[src/rtl/mc_ctrl_pkg.sv]
// Shared definitions for the multicycle main control FSM:
// state codes, opcode constants, ALU-op and mux-select encodings,
// and the packed control word produced by the output decoder.
package mc_ctrl_pkg;

   typedef enum logic [3:0] {
      S_FETCH   = 4'd0,
      S_DECODE  = 4'd1,
      S_MEMADR  = 4'd2,
      S_MEMRD   = 4'd3,
      S_MEMWB   = 4'd4,
      S_MEMWR   = 4'd5,
      S_RTYPEEX = 4'd6,
      S_RTYPEWB = 4'd7,
      S_BEQEX   = 4'd8,
      S_ADDIEX  = 4'd9,
      S_ADDIWB  = 4'd10,
      S_JEX     = 4'd11,
      S_MULEX   = 4'd12
   } state_t;

   localparam logic [5:0] OP_RTYPE = 6'b000000;
   localparam logic [5:0] OP_LB    = 6'b100000;
   localparam logic [5:0] OP_SB    = 6'b101000;
   localparam logic [5:0] OP_ADDI  = 6'b001000;
   localparam logic [5:0] OP_BEQ   = 6'b000100;
   localparam logic [5:0] OP_J     = 6'b000010;
   localparam logic [5:0] OP_MUL   = 6'b011100;

   localparam logic [1:0] ALUOP_ADD   = 2'b00;
   localparam logic [1:0] ALUOP_SUB   = 2'b01;
   localparam logic [1:0] ALUOP_FUNCT = 2'b10;
   localparam logic [1:0] ALUOP_MUL   = 2'b11;

   localparam logic [1:0] SRCB_REG     = 2'b00;
   localparam logic [1:0] SRCB_FOUR    = 2'b01;
   localparam logic [1:0] SRCB_IMM     = 2'b10;
   localparam logic [1:0] SRCB_IMM_SH2 = 2'b11;

   localparam logic [1:0] PCSRC_ALU    = 2'b00;
   localparam logic [1:0] PCSRC_ALUOUT = 2'b01;
   localparam logic [1:0] PCSRC_JUMP   = 2'b10;

   typedef struct packed {
      logic       pcwrite;
      logic       branch;
      logic       iord;
      logic       memwrite;
      logic       irwrite;
      logic       regwrite;
      logic       regdst;
      logic       memtoreg;
      logic       alusrca;
      logic [1:0] alusrcb;
      logic [1:0] pcsrc;
      logic [1:0] aluop;
   } ctrl_t;

endpackage

[src/rtl/mc_ctrl_outdec.sv]
// Combinational state -> control-word decode for mc_main_ctrl.
// Ports:
//   state     current FSM state
//   mem_ready memory port ready (FETCH loads IR/PC only when ready)
//   ctrl      decoded control word; fields not set for a state are 0
module mc_ctrl_outdec
   import mc_ctrl_pkg::*;
(
   input  state_t state,
   input  logic   mem_ready,
   output ctrl_t  ctrl
);

   always_comb begin
      ctrl = '0;
      case (state)
         S_FETCH: begin
            ctrl.alusrcb = SRCB_FOUR;
            ctrl.aluop   = ALUOP_ADD;
            ctrl.irwrite = mem_ready;
            ctrl.pcwrite = mem_ready;
         end
         S_DECODE: begin
            ctrl.alusrcb = SRCB_IMM_SH2;
            ctrl.aluop   = ALUOP_ADD;
         end
         S_MEMADR, S_ADDIEX: begin
            ctrl.alusrca = 1'b1;
            ctrl.alusrcb = SRCB_IMM;
            ctrl.aluop   = ALUOP_ADD;
         end
         S_MEMRD: ctrl.iord = 1'b1;
         S_MEMWB: begin
            ctrl.regwrite = 1'b1;
            ctrl.memtoreg = 1'b1;
         end
         S_MEMWR: begin
            ctrl.iord     = 1'b1;
            ctrl.memwrite = 1'b1;
         end
         S_RTYPEEX: begin
            ctrl.alusrca = 1'b1;
            ctrl.alusrcb = SRCB_REG;
            ctrl.aluop   = ALUOP_FUNCT;
         end
         S_RTYPEWB: begin
            ctrl.regwrite = 1'b1;
            ctrl.regdst   = 1'b1;
         end
         S_BEQEX: begin
            ctrl.alusrca = 1'b1;
            ctrl.alusrcb = SRCB_REG;
            ctrl.aluop   = ALUOP_SUB;
            ctrl.branch  = 1'b1;
            ctrl.pcsrc   = PCSRC_ALUOUT;
         end
         S_ADDIWB: ctrl.regwrite = 1'b1;
         S_JEX: begin
            ctrl.pcwrite = 1'b1;
            ctrl.pcsrc   = PCSRC_JUMP;
         end
         S_MULEX: begin
            ctrl.alusrca = 1'b1;
            ctrl.alusrcb = SRCB_REG;
            ctrl.aluop   = ALUOP_MUL;
         end
         default: ctrl = '0;
      endcase
   end

endmodule

[src/rtl/mc_main_ctrl.sv]
// Multicycle main control FSM: sequences fetch, decode, execute and
// writeback for the MIPS-subset core.
// Ports:
//   clk_i, rst_n_i         clock, async active-low reset
//   opcode_i               instr[31:26] from the instruction register
//   mem_ready_i            memory access completes this cycle
//   zero_i                 ALU zero (gated with branch_o in the datapath)
//   pcwrite_o..aluop_o     datapath control word
//   illegal_o              one-cycle pulse after decoding an unknown opcode
//   state_o                current state code, for debug
module mc_main_ctrl
   import mc_ctrl_pkg::*;
#(
   parameter int unsigned MUL_LAT = 4,
   parameter int unsigned CNT_W   = 4
) (
   input  logic       clk_i,
   input  logic       rst_n_i,
   input  logic [5:0] opcode_i,
   input  logic       mem_ready_i,
   input  logic       zero_i,
   output logic       pcwrite_o,
   output logic       branch_o,
   output logic       iord_o,
   output logic       memwrite_o,
   output logic       irwrite_o,
   output logic       regwrite_o,
   output logic       regdst_o,
   output logic       memtoreg_o,
   output logic       alusrca_o,
   output logic [1:0] alusrcb_o,
   output logic [1:0] pcsrc_o,
   output logic [1:0] aluop_o,
   output logic       illegal_o,
   output logic [3:0] state_o
);

   state_t           state;
   state_t           state_nxt;
   logic [CNT_W-1:0] mul_cnt;
   logic             mul_last;
   logic             illegal_q;
   logic             illegal_nxt;
   ctrl_t            dec;
   ctrl_t            ctrl;
   logic             unused_zero;

   // zero_i only matters to the datapath's branch gating
   assign unused_zero = zero_i;

   assign mul_last = (mul_cnt == CNT_W'(MUL_LAT - 1));

   always_ff @(posedge clk_i or negedge rst_n_i) begin
      if (!rst_n_i) begin
         state     <= S_FETCH;
         mul_cnt   <= '0;
         illegal_q <= 1'b0;
      end else begin
         state     <= state_nxt;
         illegal_q <= illegal_nxt;
         // MULEX is only entered from DECODE, so clearing there is the entry load
         if (state == S_DECODE) begin
            mul_cnt <= '0;
         end else if (state == S_MULEX) begin
            mul_cnt <= mul_cnt + CNT_W'(1);
         end
      end
   end

   always_comb begin
      state_nxt   = state;
      illegal_nxt = 1'b0;
      case (state)
         S_FETCH: if (mem_ready_i) state_nxt = S_DECODE;
         S_DECODE: begin
            case (opcode_i)
               OP_RTYPE:     state_nxt = S_RTYPEEX;
               OP_LB, OP_SB: state_nxt = S_MEMADR;
               OP_ADDI:      state_nxt = S_ADDIEX;
               OP_BEQ:       state_nxt = S_BEQEX;
               OP_J:         state_nxt = S_JEX;
               OP_MUL:       state_nxt = S_MULEX;
               default: begin
                  state_nxt   = S_FETCH;
                  illegal_nxt = 1'b1;
               end
            endcase
         end
         S_MEMADR:  state_nxt = (opcode_i == OP_SB) ? S_MEMWR : S_MEMRD;
         S_MEMRD:   if (mem_ready_i) state_nxt = S_MEMWB;
         S_MEMWB:   state_nxt = S_FETCH;
         S_MEMWR:   if (mem_ready_i) state_nxt = S_FETCH;
         S_RTYPEEX: state_nxt = S_RTYPEWB;
         S_RTYPEWB: state_nxt = S_FETCH;
         S_BEQEX:   state_nxt = S_FETCH;
         S_ADDIEX:  state_nxt = S_ADDIWB;
         S_ADDIWB:  state_nxt = S_FETCH;
         S_JEX:     state_nxt = S_FETCH;
         S_MULEX:   if (mul_last) state_nxt = S_RTYPEWB;
         default:   state_nxt = S_FETCH;
      endcase
   end

   mc_ctrl_outdec u_outdec (
      .state     (state),
      .mem_ready (mem_ready_i),
      .ctrl      (dec)
   );

   // Gate the decode with reset so the Mealy FETCH terms cannot leak out
   always_comb begin
      ctrl = '0;
      if (rst_n_i) ctrl = dec;
   end

   assign pcwrite_o  = ctrl.pcwrite;
   assign branch_o   = ctrl.branch;
   assign iord_o     = ctrl.iord;
   assign memwrite_o = ctrl.memwrite;
   assign irwrite_o  = ctrl.irwrite;
   assign regwrite_o = ctrl.regwrite;
   assign regdst_o   = ctrl.regdst;
   assign memtoreg_o = ctrl.memtoreg;
   assign alusrca_o  = ctrl.alusrca;
   assign alusrcb_o  = ctrl.alusrcb;
   assign pcsrc_o    = ctrl.pcsrc;
   assign aluop_o    = ctrl.aluop;
   assign illegal_o  = illegal_q;
   assign state_o    = state;

endmodule

[config.mk]
export PLATFORM = sky130hd
export DESIGN_NAME = mc_main_ctrl
export DESIGN_NICKNAME = d
export VERILOG_FILES = /design/src/rtl/mc_ctrl_pkg.sv /design/src/rtl/mc_ctrl_outdec.sv /design/src/rtl/mc_main_ctrl.sv
export SDC_FILE = /design/constraint.sdc
export NUM_CORES = 1
export LEC_CHECK = 0
export ABC_AREA = 1
export CELL_PAD_IN_SITES_DETAIL_PLACEMENT = 1
export CELL_PAD_IN_SITES_GLOBAL_PLACEMENT = 2
export CORE_ASPECT_RATIO = 1.25
export CORE_MARGIN = 2
export CORE_UTILIZATION = 24
export DETAILED_ROUTE_END_ITERATION = 12
export PLACE_DENSITY = 0.94
export SYNTH_ARGS = -nofsm -noshare
export SYNTH_HDL_FRONTEND = slang
export SYNTH_SLANG_ARGS = --single-unit
[constraint.sdc]
create_clock -name clk_i -period 1.9 [get_ports clk_i]
set_input_delay 0.38 -clock clk_i [delete_from_list [all_inputs] [get_ports clk_i]]
set_output_delay 0.38 -clock clk_i [all_outputs]
set_load 0.02 [all_outputs]
==> results of run 1 <==
## per-stage QoR
stage                     hold WS [ns]  std cells  instance area (um2)  setup TNS [ns]  util, %
final                            0.280        237                 1430               0     41.3
after global routing             0.305        237                 1430         -0.0272     41.3
after CTS                        0.264        236                 1410               0     40.7
after detailed placement         0.490        231                 1380           -5.18     40.0
after global placement           0.469        231                 1380           -4.69     40.0
after floorplan                 0.0844        137                  851               0        -
## final timing paths
path	startpoint	end	slack, ns	depth (start not counted)
max in group asynchronous	rst_n_i	state_o[3]$_DFFE_PN0P_	1.48	2
max	state_o[2]$_DFFE_PN0P_	regdst_o	0.05	6
min	rst_n_i	state_o[1]$_DFFE_PN0P_	0.28	2
min in group clk_i	mul_cnt[3]$_DFFE_PN0P_	mul_cnt[3]$_DFFE_PN0P_	0.49	1
max reg2reg	state_o[2]$_DFFE_PN0P_	state_o[2]$_DFFE_PN0P_	0.36	11
min reg2reg	mul_cnt[3]$_DFFE_PN0P_	mul_cnt[3]$_DFFE_PN0P_	0.49	1
## cell usage in the layout, fill, tap and decap left out, drive strengths merged, types with 2 or more instances in the layout
| master | n |
|---|---|
| a21oi | 8 |
| buf | 38 |
| clkdlybuf4s50 | 12 |
| dfrtp | 9 |
| clkbuf | 8 |
| nor3 | 2 |
| nor2 | 30 |
| nand4 | 2 |
| nand3 | 13 |
| o21ai | 6 |
| inv | 23 |
| clkdlybuf4s15 | 3 |
| nand2 | 38 |
## power by group through the flow
stage / Sequential, mW / Clock, mW / Combinational, mW
global route: 0.310 / 0.244 / 1.34
floorplan: 0.348 / 0 / 0.534
detailed placement: 0.295 / 0 / 1.19
CTS: 0.295 / 0.236 / 1.18
global placement: 0.292 / 0 / 1.16
finish: 0.306 / 0.232 / 1.23
## state kept, by name (all words and copies together), names as in the netlist
register   count
mul_cnt        4
state_o        4
illegal_o      1
## final cells by class
class / count / area, um2
Clock buffer: 4 / 45.0
Inverter: 24 / 90.1
Sequential cell: 9 / 229
Timing Repair Buffer: 58 / 459
Multi-Input combinational cell: 103 / 556
Fill cell: 446 / 2030
Tap cell: 39 / 48.8
## cell families (layout without fill, tap and decap cells)
family                     count (synthesis)  in the layout  share of synthesized area (%)
xor gates and xnor gates                   1              1                           1.03
adders and majority gates                  1              1                           1.47
AOI/OAI and AO/OA                         16             16                           11.5
and+or+nand+nor                           85             85                           48.1
buffers and inverters                     25             86                           11.5
DFF                                        9              9                           26.5
## routing by layer
layer,GRT usage [%],up-vias
li1,-,552
met1,17.4,530
met2,32.4,24
met3,1.83,9
met4,6.46,0
met5,0,-
## worst max-delay path, cell delays in order, from the launching register on
cell and delay (ns):
dfrtp_2 0.44, inv_1 0.09, nor2_4 0.12, nand2_2 0.08, buf_4 0.14, nor2_1 0.08, clkdlybuf4s15_2 0.27
## what timing repair did
action / in CTS / in global routing
setup buffers: 1 / 1
endpoints found under the setup margin: 15 / 11
gates resized for setup: 51 / 19
pin swaps: 1 / 1
## cell usage after synthesis, drive strengths merged
library cell   n  share of area (%)
a31oi          1               0.74
buf            1               0.88
nor2          30                 19
nand2         38                 19
nand3         13                7.6
clkinv         1               0.44
a21oi          8                6.0
inv           23                 10
ha             1                1.5
nor3           2                1.8
dfrtp          9                 26
nand4          2                1.5
xor2           1                1.0
o21ai          6                4.0
o22ai          1               0.74
==> flow_metrics.py, run 1 <==
metrics = {
    "setup_path": {
        "end_kind": "output port",
        "worstPathArrival_ns": 1.47,
        "cp_max_fo": 5,
        "start_kind": "flop",
        "criticalPathCategory": "flop to output port",
        "crit_required_ns": 1.52,
    },
    "global_route": {
        "grt_pass1_wl_um": 5370,
        "antenna_found_initial": 0,
        "grt_start_max_net_pins": 11,
        "first_global_vias": 1221,
        "grt_use_total_pct": 16.5,
        "grt_overflow": 0,
    },
    "routing": {
        "drtIter0Drc": 16,
        "routed-via-count": 1115,
        "drc": 0,
        "wl_met2_um": 1710,
        "wl_um": 3050,
        "drt-pass1-iter-count": 3,
        "ant_nets": 0,
        "met1Wirelength_um": 1160,
        "met3_wirelength_um": 92,
        "via_per_inst": 4.70,
        "wire_per_inst_um": 12.9,
        "routed.top_layer": "met4",
    },
    "timing": {
        "rsz0062_at_grt": "true",
        "worst_slew_pin_slew_ns": 0.263,
        "fmax_mhz": 542,
        "timing.final.crit_share_pct": 97.2,
        "fin_ws_ns": 0.0535,
        "hold_viol": 0,
        "skew_ns": 0.00144,
        "slew_violations": 0,
        "max-slew-margin-rel_pct": 82.4,
        "period_needed_ns": 1.85,
        "finalSetupViolCount": 0,
    },
    "pwr": {
        "swShare_pct": 46.3,
        "power.internal_mw": 0.949,
        "powerDensity_nw_per_um2": 1240,
        "ir_drop_v": 0.000555,
        "p_total_mw": 1.77,
        "clkPwrFrac_pct": 13.1,
        "p_switching_mw": 0.819,
        "power_frac_comb_pct": 69.6,
        "leakagePower_nw": 0.772,
        "p_seq_share_pct": 17.3,
    },
    "run": {
        "drv_cap": 0,
    },
    "clock_tree": {
        "clk-insertion-delay-late_ns": 0.24,
        "path_clk_slew_ns": 0.05,
        "clk_path_buf_depth": 2,
        "cts_tree": "done",
        "cts_hold_buf": 0,
        "cts_buffers": 3,
        "htreeDepth": 1,
        "cts_sinks": 9,
        "clock_tree.root_cell": "clkbuf_8",
    },
    "yosys": {
        "synthesis.nets": 148,
        "yosysUniqueCellTypes": 25,
        "ys_ff_latch": 9,
        "synth_area_um2": 851,
        "synth_sequential_area_ratio_pct": 26.5,
        "ys_warn_count": 0,
        "synthCells": 137,
        "synth_area_per_cell_um2": 6.21,
    },
    "floorplanning": {
        "die_y_um": 70.6,
        "ios": 30,
        "die_w_um": 57.3,
        "dieArea_um2": 4040,
        "coreArea_um2": 3450,
        "initial_core_util_pct": 24.6,
        "rows": 24,
    },
    "hold_path": {
        "hp-class": "input pin to async pin",
    },
    "final_layout": {
        "area_growth_pct": 67.8,
        "antenna_cells": 0,
        "fin_nets": 210,
        "layout-drive-gt1-share_pct": 39.9,
    },
    "placement": {
        "dpl.hpwl_um": 2460,
        "place.gp.congestion": 0.766,
        "port_buffers": 28,
        "dp_slack_ns": -0.405,
    },
    "outcome": {
        "status": "finished clean",
    },
}
No activity file was read; power rests on OpenSTA's default activity.
==> run 2, diff against run 1 <==
--- a/config.mk
+++ b/config.mk
@@ -8,7 +8,7 @@
 export ABC_AREA = 1
 export CELL_PAD_IN_SITES_DETAIL_PLACEMENT = 1
 export CELL_PAD_IN_SITES_GLOBAL_PLACEMENT = 2
-export CORE_ASPECT_RATIO = 1.25
+export CORE_ASPECT_RATIO = 2
 export CORE_MARGIN = 2
 export CORE_UTILIZATION = 24
 export DETAILED_ROUTE_END_ITERATION = 12
==> run 2 against run 1 <==
  * Cell area fell by 5.5%
  * First-iteration DRC count is 63% lower
  * Total power down 6.5%
  * Combinational power is 7% lower
  * Wire length shrank 6.0%
  * Fmax is 0.12% higher
  * Critical path depth fell by 1
  * Cell count fell by 4.6%
  * Register-to-register slack gained 0.02 ns
  * Flip-flop and latch count did not move
  * Sequential power down 3%
  * Critical endpoint is now aluop_o[0]
  * Highest routed layer unchanged
==> flow_metrics.py, run 2 (synthesis results as in run 1) <==
metrics = {
    "floorplanning": {
        "dieArea_um2": 4070,
        "rows": 30,
        "initial_core_util_pct": 25.2,
        "die_y_um": 88.2,
        "coreArea_um2": 3380,
        "ios": 30,
        "die_w_um": 46.1,
    },
    "timing": {
        "fin_ws_ns": 0.0556,
        "fmax_mhz": 542,
        "worst_slew_pin_slew_ns": 0.246,
        "finalSetupViolCount": 0,
        "hold_viol": 0,
        "timing.final.crit_share_pct": 97.1,
        "skew_ns": 0.00502,
        "period_needed_ns": 1.84,
        "slew_violations": 0,
        "max-slew-margin-rel_pct": 83.6,
    },
    "final_layout": {
        "area_growth_pct": 58.5,
        "final_common_cell": "nand2_1",
        "antenna_cells": 0,
        "nFillCells": 448,
        "layout-drive-gt1-share_pct": 37.1,
        "mostFrequentLayoutCells": "34 x nand2_1, 26 x buf_4, 20 x nor2_1",
        "fin_nets": 206,
    },
    "placement": {
        "dpl.hpwl_um": 2590,
        "dp_slack_ns": -0.462,
        "place.gp.congestion": 0.858,
        "port_buffers": 28,
    },
    "routing": {
        "wl_um": 2870,
        "drc": 0,
        "drtIter0Drc": 6,
        "ant_nets": 0,
        "wire_per_inst_um": 12.7,
        "routed-via-count": 1086,
        "via_per_inst": 4.81,
        "drt-pass1-iter-count": 2,
    },
    "clock_tree": {
        "htreeDepth": 1,
        "cts_hold_buf": 0,
        "cts_buffers": 3,
        "clk-insertion-delay-late_ns": 0.23,
        "cts_tree": "done",
        "path_clk_slew_ns": 0.04,
        "cts_sinks": 9,
        "clk_path_buf_depth": 2,
        "clock_tree.root_cell": "clkbuf_8",
    },
    "pwr": {
        "leakagePower_nw": 0.758,
        "powerDensity_nw_per_um2": 1230,
        "ir_drop_v": 0.000363,
        "p_total_mw": 1.65,
    },
    "setup_path": {
        "cp_max_fo": 4,
        "cp_top_family": "buffers and inverters",
        "end_kind": "output port",
        "cp_slowest_cell": "dfrtp_2",
        "max_stage_delay_ns": 0.43,
        "start_kind": "flop",
        "criticalPathCategory": "flop to output port",
        "path_cells": "nor2_2 -> buf_4 -> nand2_1 -> nor2_1 -> dlygate4sd2_1",
        "crit_required_ns": 1.52,
        "path_buf_inv": 2,
        "worstPathArrival_ns": 1.46,
    },
    "global_route": {
        "antenna_found_initial": 0,
        "grt_start_max_net_pins": 8,
        "grt_overflow": 0,
        "grt_use_total_pct": 16.1,
        "first_global_vias": 1177,
        "grt_pass1_wl_um": 4800,
    },
    "run": {
        "drv_cap": 0,
    },
    "hold_path": {
        "hp-class": "input pin to async pin",
    },
    "outcome": {
        "status": "finished clean",
    },
}
## run 2: cell count changes in the layout (fill, tap and decap cells not counted), moves of 2 or more
cell	delta
nor2_4	-3
dlygate4sd2_1	+2
nor2_2	+2
buf_4	-6
clkbuf_2	+3
clkdlybuf4s15_2	-2
## run 2: per-layer routing
metal,GRT usage (%),vias to the layer above,share of wire [%]
li1,-,539,-
met1,12.8,506,30
met2,33.5,32,64
met3,1.24,9,2.6
met4,8.83,0,3.4
met5,0,-,0
## run 2: final timing paths
path                                         from                endpoint  slack, ns  depth (start not counted)
max                        state_o[0]$_DFFE_PN0P_              aluop_o[0]       0.06                          5
min                                       rst_n_i  state_o[0]$_DFFE_PN0P_       0.34                          2
max reg2reg                state_o[2]$_DFFE_PN0P_  state_o[2]$_DFFE_PN0P_       0.38                         10
min reg2reg                mul_cnt[3]$_DFFE_PN0P_  mul_cnt[3]$_DFFE_PN0P_       0.50                          1
max in group asynchronous                 rst_n_i  state_o[3]$_DFFE_PN0P_       1.43                          2
min in group clk_i         mul_cnt[3]$_DFFE_PN0P_  mul_cnt[3]$_DFFE_PN0P_       0.50                          1
## run 2: repair_timing
action	4_1_cts	5_1_grt
gates resized for setup	42	12
endpoints found under the setup margin	15	11
pin swaps	0	1
setup buffers	0	1
## run 2: where the power goes
part	switching (mW)	internal [mW]	total, mW
Clock	0.0771	0.143	0.220
Sequential	0.0583	0.239	0.298
Combinational	0.628	0.508	1.14
Total	0.764	0.891	1.65
## run 2: area by class of cell
cell class,count,area [um2],area share (%)
inverter,24,90.1,6.68
sequential,9,229,17.0
clock buffer,3,41.3,3.06
tap,32,40.0,2.97
multi-input combinational,103,531,39.3
clock inverter,1,5.00,0.371
timing repair buffer,54,413,30.6
## run 2: per-stage QoR
stage	hold slack, ns	util (%)	area (um2)	TNS (ns)	std cells
2_1_floorplan	0.0844	-	851	0	137
3_3_place_gp	0.472	40.0	1350	-5.11	221
3_5_place_dp	0.497	40.0	1350	-5.85	221
4_1_cts	0.343	41.2	1390	0	225
5_1_grt	0.364	39.9	1350	-0.000888	226
6_report	0.341	39.9	1350	0	226
